**src/rtl/rename_regfile_pkg.sv**
```systemverilog
// Shared widths, sentinel values and dispatch record types for the rename register file.
package rf_pkg;
  localparam int RF_XLEN  = 32;
  localparam int RF_NREG  = 32;
  localparam int RF_TAG_W = 4;
  localparam int RF_OP_W  = 6;
  localparam int RF_IMM_W = 32;
  localparam int RF_RW    = $clog2(RF_NREG);

  localparam int TAG_NONE = 0;
  localparam int REG_ZERO = 0;

  typedef struct packed {
    logic [RF_XLEN-1:0]  dt;
    logic [RF_TAG_W-1:0] tag;
  } rf_operand_t;

  typedef struct packed {
    logic [RF_RW-1:0]    rd;
    logic [RF_OP_W-1:0]  op;
    logic [RF_XLEN-1:0]  pc;
    logic [RF_IMM_W-1:0] imm;
    logic                pd;
    rf_operand_t         rs1;
    rf_operand_t         rs2;
  } rf_payload_t;
endpackage

```
**src/rtl/rename_regfile_operand_read.sv**
```systemverilog
// One operand read port: x0 / same-cycle rename / same-cycle commit forwarding over the array.
// Commit forwarding exists only when RF_COMMIT_BYPASS_EN is defined.
module rf_operand_read
  import rf_pkg::*;
#(
  parameter int XLEN  = RF_XLEN,
  parameter int TAG_W = RF_TAG_W,
  parameter int RW    = RF_RW
) (
  input  logic [RW-1:0]    i_rs,
  input  logic [XLEN-1:0]  i_arr_dt,
  input  logic [TAG_W-1:0] i_arr_tag,
  input  logic             i_rn_en,
  input  logic [RW-1:0]    i_rn_reg,
  input  logic [TAG_W-1:0] i_rn_tag,
  input  logic             i_cm_en,
  input  logic [RW-1:0]    i_cm_reg,
  input  logic [XLEN-1:0]  i_cm_dt,
  input  logic [TAG_W-1:0] i_cm_tag,
  output logic [XLEN-1:0]  o_dt,
  output logic [TAG_W-1:0] o_tag
);

  always_comb begin
    o_dt  = i_arr_dt;
    o_tag = i_arr_tag;
    if (i_rs == RW'(REG_ZERO)) begin
      o_dt  = '0;
      o_tag = TAG_W'(TAG_NONE);
    end else if (i_rn_en && (i_rn_reg == i_rs)) begin
      o_tag = i_rn_tag;
    end
`ifdef RF_COMMIT_BYPASS_EN
    else if (i_cm_en && (i_cm_reg == i_rs) && (i_arr_tag == i_cm_tag)) begin
      o_dt  = i_cm_dt;
      o_tag = TAG_W'(TAG_NONE);
    end
`endif
  end

`ifndef RF_COMMIT_BYPASS_EN
  // Without the bypass a same-cycle commit only reaches reads through the array.
  logic w_unused_cm;
  assign w_unused_cm = ^{i_cm_en, i_cm_reg, i_cm_dt, i_cm_tag};
`endif

endmodule

```
**src/rtl/rename_regfile.sv**
```systemverilog
// Architectural register file with rename-tag tracking and a registered dispatch stage.
// Optional RF_COMMIT_BYPASS_EN: forward same-cycle commits to reads and wake held operands.
module rename_regfile
  import rf_pkg::*;
#(
  parameter int XLEN  = RF_XLEN,
  parameter int NREG  = RF_NREG,
  parameter int TAG_W = RF_TAG_W,
  parameter int OP_W  = RF_OP_W,
  parameter int IMM_W = RF_IMM_W
) (
  input  logic                     clk,
  input  logic                     rst,
  input  logic                     rdy,
  input  logic                     clr,
  input  logic                     in_valid,
  output logic                     in_ready,
  input  logic [$clog2(NREG)-1:0]  in_rs1,
  input  logic [$clog2(NREG)-1:0]  in_rs2,
  input  logic [$clog2(NREG)-1:0]  in_rd,
  input  logic [OP_W-1:0]          in_op,
  input  logic [XLEN-1:0]          in_pc,
  input  logic [IMM_W-1:0]         in_imm,
  input  logic                     in_pd,
  output logic                     out_valid,
  input  logic                     out_ready,
  output logic [XLEN-1:0]          out_rs1_dt,
  output logic [XLEN-1:0]          out_rs2_dt,
  output logic [TAG_W-1:0]         out_rs1_tag,
  output logic [TAG_W-1:0]         out_rs2_tag,
  output logic [$clog2(NREG)-1:0]  out_rd,
  output logic [OP_W-1:0]          out_op,
  output logic [XLEN-1:0]          out_pc,
  output logic [IMM_W-1:0]         out_imm,
  output logic                     out_pd,
  input  logic                     rn_en,
  input  logic [$clog2(NREG)-1:0]  rn_reg,
  input  logic [TAG_W-1:0]         rn_tag,
  input  logic                     cm_en,
  input  logic [$clog2(NREG)-1:0]  cm_reg,
  input  logic [XLEN-1:0]          cm_dt,
  input  logic [TAG_W-1:0]         cm_tag
);

  localparam int RW = $clog2(NREG);

  typedef struct packed {
    logic [XLEN-1:0]  dt;
    logic [TAG_W-1:0] tag;
  } opnd_t;

  typedef struct packed {
    logic [RW-1:0]    rd;
    logic [OP_W-1:0]  op;
    logic [XLEN-1:0]  pc;
    logic [IMM_W-1:0] imm;
    logic             pd;
    opnd_t            rs1;
    opnd_t            rs2;
  } pay_t;

  logic [XLEN-1:0]  r_data [NREG];
  logic [TAG_W-1:0] r_tag  [NREG];
  logic             r_vld;
  pay_t             r_pay;

  logic             w_in_ready;
  logic             w_accept;
  logic             w_cm_wr;
  logic             w_cm_clr;
  logic             w_rn_wr;
  logic             w_wk1;
  logic             w_wk2;
  opnd_t            w_rd1;
  opnd_t            w_rd2;

  assign w_in_ready = rdy && !clr && (!r_vld || out_ready);
  assign w_accept   = in_valid && w_in_ready;

  // Commit data lands even during a flush; rename always beats the commit's tag clear.
  assign w_cm_wr  = rdy && cm_en && (cm_reg != RW'(REG_ZERO));
  assign w_cm_clr = w_cm_wr && (r_tag[cm_reg] == cm_tag) && !(rn_en && (rn_reg == cm_reg));
  assign w_rn_wr  = rdy && !clr && rn_en && (rn_reg != RW'(REG_ZERO));

  rf_operand_read #(.XLEN(XLEN), .TAG_W(TAG_W), .RW(RW)) u_rd1 (
    .i_rs(in_rs1), .i_arr_dt(r_data[in_rs1]), .i_arr_tag(r_tag[in_rs1]),
    .i_rn_en(rn_en), .i_rn_reg(rn_reg), .i_rn_tag(rn_tag),
    .i_cm_en(cm_en), .i_cm_reg(cm_reg), .i_cm_dt(cm_dt), .i_cm_tag(cm_tag),
    .o_dt(w_rd1.dt), .o_tag(w_rd1.tag)
  );

  rf_operand_read #(.XLEN(XLEN), .TAG_W(TAG_W), .RW(RW)) u_rd2 (
    .i_rs(in_rs2), .i_arr_dt(r_data[in_rs2]), .i_arr_tag(r_tag[in_rs2]),
    .i_rn_en(rn_en), .i_rn_reg(rn_reg), .i_rn_tag(rn_tag),
    .i_cm_en(cm_en), .i_cm_reg(cm_reg), .i_cm_dt(cm_dt), .i_cm_tag(cm_tag),
    .o_dt(w_rd2.dt), .o_tag(w_rd2.tag)
  );

`ifdef RF_COMMIT_BYPASS_EN
  assign w_wk1 = cm_en && (cm_tag != TAG_W'(TAG_NONE)) && (r_pay.rs1.tag == cm_tag);
  assign w_wk2 = cm_en && (cm_tag != TAG_W'(TAG_NONE)) && (r_pay.rs2.tag == cm_tag);
`else
  assign w_wk1 = 1'b0;
  assign w_wk2 = 1'b0;
`endif

  always_ff @(posedge clk) begin
    if (rst) begin
      for (int i = 0; i < NREG; i++) begin
        r_data[i] <= '0;
        r_tag[i]  <= '0;
      end
    end else begin
      if (w_cm_wr) r_data[cm_reg] <= cm_dt;
      if (clr) begin
        for (int i = 0; i < NREG; i++) r_tag[i] <= '0;
      end else begin
        if (w_cm_clr) r_tag[cm_reg] <= '0;
        if (w_rn_wr)  r_tag[rn_reg] <= rn_tag;
      end
    end
  end

  // Dispatch stage: load on accept, drop valid on drain, otherwise hold (with optional wakeup).
  always_ff @(posedge clk) begin
    if (rst || clr) begin
      r_vld <= 1'b0;
      r_pay <= '0;
    end else if (rdy) begin
      if (w_accept) begin
        r_vld     <= 1'b1;
        r_pay.rd  <= in_rd;
        r_pay.op  <= in_op;
        r_pay.pc  <= in_pc;
        r_pay.imm <= in_imm;
        r_pay.pd  <= in_pd;
        r_pay.rs1 <= w_rd1;
        r_pay.rs2 <= w_rd2;
      end else if (out_ready) begin
        r_vld <= 1'b0;
      end else if (r_vld) begin
        if (w_wk1) begin
          r_pay.rs1.dt  <= cm_dt;
          r_pay.rs1.tag <= '0;
        end
        if (w_wk2) begin
          r_pay.rs2.dt  <= cm_dt;
          r_pay.rs2.tag <= '0;
        end
      end
    end
  end

  assign in_ready    = w_in_ready;
  assign out_valid   = r_vld;
  assign out_rs1_dt  = r_pay.rs1.dt;
  assign out_rs1_tag = r_pay.rs1.tag;
  assign out_rs2_dt  = r_pay.rs2.dt;
  assign out_rs2_tag = r_pay.rs2.tag;
  assign out_rd      = r_pay.rd;
  assign out_op      = r_pay.op;
  assign out_pc      = r_pay.pc;
  assign out_imm     = r_pay.imm;
  assign out_pd      = r_pay.pd;

endmodule

```
**config.mk**
```make
export PLATFORM = sky130hd
export DESIGN_NAME = rename_regfile
export DESIGN_NICKNAME = d
export VERILOG_FILES = /design/src/rtl/rename_regfile_pkg.sv /design/src/rtl/rename_regfile_operand_read.sv /design/src/rtl/rename_regfile.sv
export SDC_FILE = /design/constraint.sdc
export NUM_CORES = 2
export LEC_CHECK = 0
export ABC_AREA = 0
export BUFFER_PORTS_ARGS = -buffer_cell sky130_fd_sc_hd__buf_4
export CORE_MARGIN = 2
export CORE_UTILIZATION = 40
export CTS_BUF_LIST = sky130_fd_sc_hd__clkbuf_16
export DETAILED_ROUTE_END_ITERATION = 8
export GPL_TIMING_DRIVEN = 1
export RECOVER_POWER = 50
export SLEW_MARGIN = 20
export SYNTH_ARGS = -nofsm -noshare
export SYNTH_HDL_FRONTEND = slang
export SYNTH_SLANG_ARGS = --single-unit
```
**constraint.sdc**
```tcl
create_clock -name clk -period 4 [get_ports clk]
set_input_delay 0.6 -clock clk [delete_from_list [all_inputs] [get_ports clk]]
set_output_delay 0.6 -clock clk [all_outputs]
set_load 0.01 [all_outputs]
```
### Yosys cells after proc, flatten, opt, wreduce, memory -nomap -nowiden

Memory sizes are Yosys's and may differ from the RTL's.
Index checks and enable logic that the tools add are counted.
W data, S select, Z words.

* add/subtract/negate cells: 0
* $mul: 0
* div/mod/pow operators: 0
* $lt $le $gt $ge: 0
* equality and inequality tests: 4
* shift-type cells: 0
* multiplexer cells: 65
* bitwise operators: 32
* reduce and logical (&&, ||, !) cells: 27

Operators with widths (count)
* $mux W4: 38
* $mux W32: 3
* $or A1 B1 Y1: 32
* $reduce_or A32 Y1: 1
* $mux W1: 21
* $eq A5 B5 Y1: 3
* $mux W5: 3
* $logic_and A1 B1 Y1: 12
* $logic_not A5 Y1: 2
* $reduce_bool A5 Y1: 2
* $reduce_or A4 Y1: 2
* $eq A4 B4 Y1: 1
* $reduce_and A2 Y1: 2
* $logic_not A1 Y1: 3
* $logic_or A1 B1 Y1: 2
* $reduce_bool A2 Y1: 1

* register bits: 149
* latch bits: 0
* RAM bits: 1152
* ROM bits: 0
* input port bits: 144
* memories: 2

Memories
* r_data: words 32, width 32, read ports 2, clocked after memory_dff 0, wr ports 32, line rename_regfile.sv:62 `logic [XLEN-1:0] r_data [NREG];`
* r_tag: words 32, width 4, read ports 3, clocked after memory_dff 0, wr ports 32, line rename_regfile.sv:63 `logic [TAG_W-1:0] r_tag [NREG];`

### Logic depth before layout (Yosys ltp)

* depth in word-level cells: 10
* depth in mapped cells: 12
* gate-level depth less buffers: 7

### Hierarchy

Synthesis repeated with hierarchy kept, for this count alone.

* cells, all modules: 4567
* area total of the unflattened synthesis: 68260.5 µm²

Modules (own cells, without submodules)
* rename_regfile: instances 1, cells each 4449, area each 67379.6 µm², seq. area each 37576.0 µm²
* rf_operand_read: instances 2, cells each 59, area each 440.4 µm², seq. area each 0.0 µm²

### Worst setup path before layout

OpenSTA, ideal clock, no wires.

* path type: input-to-reg
* start point: input cm_reg[1]
* end point: memory r_tag[31][0] in the netlist's numbering, enable pin
* setup time: 0.373 ns
* arrival time: 3.128 ns
* data required time: 3.627 ns
* path slack: 0.499 ns
* cell stages on the path: 10
* path buffers: 3
* cell sequence: buf_2 > buf_1 > mux4_2 > a22oi_1 > nand2_1 > or4_1 > a211oi_1 > nand4b_1 > buf_2 > o31ai_1

RTL lines
* start: declaration: line rename_regfile.sv:40 `input logic [$clog2(NREG)-1:0] cm_reg,`
* end: declaration: line rename_regfile.sv:63

==> impl_metrics.env <==
export IMPL_outcome="complete, but fails checks"
export IMPL_failed_checks="capacitance limit, slew limit"
export IMPL_synth_mux_area_fraction=0.210
export IMPL_ir_drop_mv=0.269
export IMPL_synth_cell_types=49
export IMPL_worstRegToRegCells=8
export IMPL_tightest_slew_ns=2.96
export IMPL_num_io_pins=294
export IMPL_drt_iter0_markers=6342
export IMPL_ys_flop_type="edfxtp_1"
export IMPL_vias_per_cell=6.26
export IMPL_drive_gt1_frac=0.205
export IMPL_synthToLayoutAreaGrowth_pct=14.5
export IMPL_grt_pass1_vias=46400
export IMPL_fp_dieW_um=416
export IMPL_fin_hold_ws_ns=0.0558
export IMPL_p_leak_uw=0.0271
export IMPL_final_cell_area_um2=77900
export IMPL_crit_path_end_kind="flip-flop"
export IMPL_ys_seq_elements=1301
export IMPL_skew_ns=0.0334
export IMPL_dp_final_hpwl_um=153000
export IMPL_yosys_warnings=0
export IMPL_synth_simple_area_share=0.139
export IMPL_hold_class="in -> reg"
export IMPL_cts_tree="yes"
export IMPL_synth_top_family_by_area="multiplexers"
export IMPL_final_hold_violation_count=0
export IMPL_cp_start_kind="primary input"
export IMPL_die_height_um=416
export IMPL_grt_total_usage=0.283
export IMPL_n_fill_cell=14900
export IMPL_cap_violations=15
export IMPL_clkSinkCount=1301
export IMPL_antenna_left=0
export IMPL_slew_headroom=-0.972
export IMPL_dieArea_um2=173000
export IMPL_start_util=0.402
export IMPL_finish_utilization=0.460
export IMPL_layout_area_seq_um2=37600
export IMPL_multiInputGateArea_um2=28600
export IMPL_synth_compound_area_share=0.0650
export IMPL_yosys_area_top_type="edfxtp_1"
export IMPL_synth_area_leaders="edfxtp_1 51%, mux4_2 14%, and2_1 9.2%"
export IMPL_portBuffers=293
export IMPL_post_cts_buffers=0
export IMPL_synth_fa_ha_area_frac=0
export IMPL_place_area_um2=74000
export IMPL_crit_start="cm_reg[0]"
export IMPL_wl_met1_um=95900
export IMPL_synthArstFlopShare=0
export IMPL_hp_start="in_pc[11]"
export IMPL_critPathKind="in -> reg"
export IMPL_syn_inst=5106
export IMPL_core_area_um2=169000
export IMPL_wl_met2_um=116000
export IMPL_cp_required_ns=4.64
export IMPL_rsz0062_at_grt="no"
export IMPL_grt_max_degree=116
export IMPL_cp_max_fo=23
export IMPL_arrival_ns=4.41
export IMPL_maxSlewViolCount=496
export IMPL_h_tree_depth=4
export IMPL_drt_wl_total_um=250000
export IMPL_r2r_end="r_tag[27][0]"
export IMPL_highest_layer="met5"
export IMPL_nNetsFinal=5451
export IMPL_remaining_drc_errors=0
export IMPL_num_vias=47900
export IMPL_min_period_ns=3.77
export IMPL_total_power_uw=32900
export IMPL_p_per_area_nw_per_um2=422
export IMPL_cts_root_buf="clkbuf_16"
export IMPL_netlist_area_um2=68000
export IMPL_wl_met3_um=25800
export IMPL_routabilityCongestion=0.929
export IMPL_clkLatencyLatePin_ns=0.81
export IMPL_setup_viol=0
export IMPL_final_setup_tns_ns=0
export IMPL_final_common_cell="edfxtp_1"
export IMPL_endpoint="r_data[2][8]"
export IMPL_cts_buffers=148
export IMPL_cts_clk_slew_worst_paths_ns=0.06
export IMPL_yosysSeqAreaShare=0.552
export IMPL_fmax_ghz=0.265
export IMPL_syn_area_per_cell_um2=13.3
export IMPL_synthXorXnorAreaFrac=0.00219
export IMPL_ctsResizeCount=0
export IMPL_synth_top_area_share=0.509
export IMPL_antenna_found_initial=19
export IMPL_placementRows=151
export IMPL_timing_rr_start="r_tag[7][2]"
export IMPL_synth_edf_count=1152
export IMPL_grt_pass1_wl_um=350000
export IMPL_overflow=0
export IMPL_finalCritPeriodShare=0.942
export IMPL_cts_max_path_buffers=3
export IMPL_rrSetupSlack_ns=0.73
export IMPL_wl_per_cell_um=32.6
export IMPL_mostFrequentLayoutCells="1152 x edfxtp_1, 800 x and2_1, 436 x mux4_2"
export IMPL_dr_pass1_iters=6
[state kept, by name (all words and copies together), names as in the netlist]
register and count:
out_imm 32, out_op 6, out_pc 32, out_pd 1, out_rd 5, out_rs1_dt 32
out_rs1_tag 4, out_rs2_dt 32, out_rs2_tag 4, out_valid 1, r_data 1024, r_tag 128
[synthesized netlist by cell type, drive strengths merged (5+ instances only)]
library cell  number
nand3b             5
a21oi            224
nor3b             33
a211oi            37
o31ai             10
nor2b              9
or2               36
mux4             436
a31oi              5
nor3             158
clkbuf           421
nand3             16
and2             995
buf              124
o221ai           163
nor2             142
mux2i            409
a22oi             23
and3              23
edfxtp          1152
o22ai             94
nand2b            14
xor2              13
mux2              31
o21ai             62
dfxtp            149
o211ai            11
a221oi            30
inv               16
nand2            237
[final cells by class]
cell class / count / area share
multi-input combinational: 3278 / 0.368
clock inverter: 116 / 0.00940
tap: 2218 / 0.0356
clock buffer: 157 / 0.0505
antenna: 10 / 0.000321
sequential: 1301 / 0.483
timing repair buffer: 561 / 0.0531
inverter: 17 / 0.000868
[power breakdown]
part	internal, uW	leakage (uW)	switching (uW)
registers	15400	0.0123	382
logic	1540	0.0123	2260
clock network	7470	0.00244	5780
[cells by family after synthesis]
family,Yosys count
AOI/OAI and AO/OA,666
xor gates and xnor gates,17
buffers and inverters,562
DFF,1301
muxes,876
other,1
and+or+nand+nor,1683
[through the flow]
step	std cells	setup slack, ns
floorplan	5141	0.499
global placement	7368	0.300
detailed placement	7368	0.269
CTS	7648	0.759
global route	7650	0.309
finish	7658	0.230
[routing by layer]
layer	vias up	track usage
met5	-	0
li1	19900	-
met2	3062	0.451
met3	616	0.0589
met1	24400	0.374
met4	8	0.127
[what timing repair did]
action	CTS	global route
hold buffers	7	0
setup endpoints to repair	0	0
hold endpoints to repair	7	0
[critical path, stage by stage]
cell,delay (ns)
buf_4,0.19
buf_4,0.25
buf_4,0.28
nor2b_1,0.34
buf_4,0.22
and3_1,0.55
dlymetal6s2s_1,1.63
and2_1,0.28
[worst min path at each step]
| stage | to | slack, ns | depth (start not counted) |
|---|---|---|---|
| 2_1_floorplan | out_rs1_dt[0] | 0.48 | 2 |
| 3_3_place_gp | out_rd[3] | 0.44 | 2 |
| 3_5_place_dp | out_rs1_dt[28] | 0.45 | 2 |
| 4_1_cts | out_pc[4] | 0.0009 | 3 |
| 5_1_grt | out_pc[10] | 0.03 | 3 |
| 6_report | out_pc[11] | 0.06 | 3 |
Power figures use the tool's default switching activity.
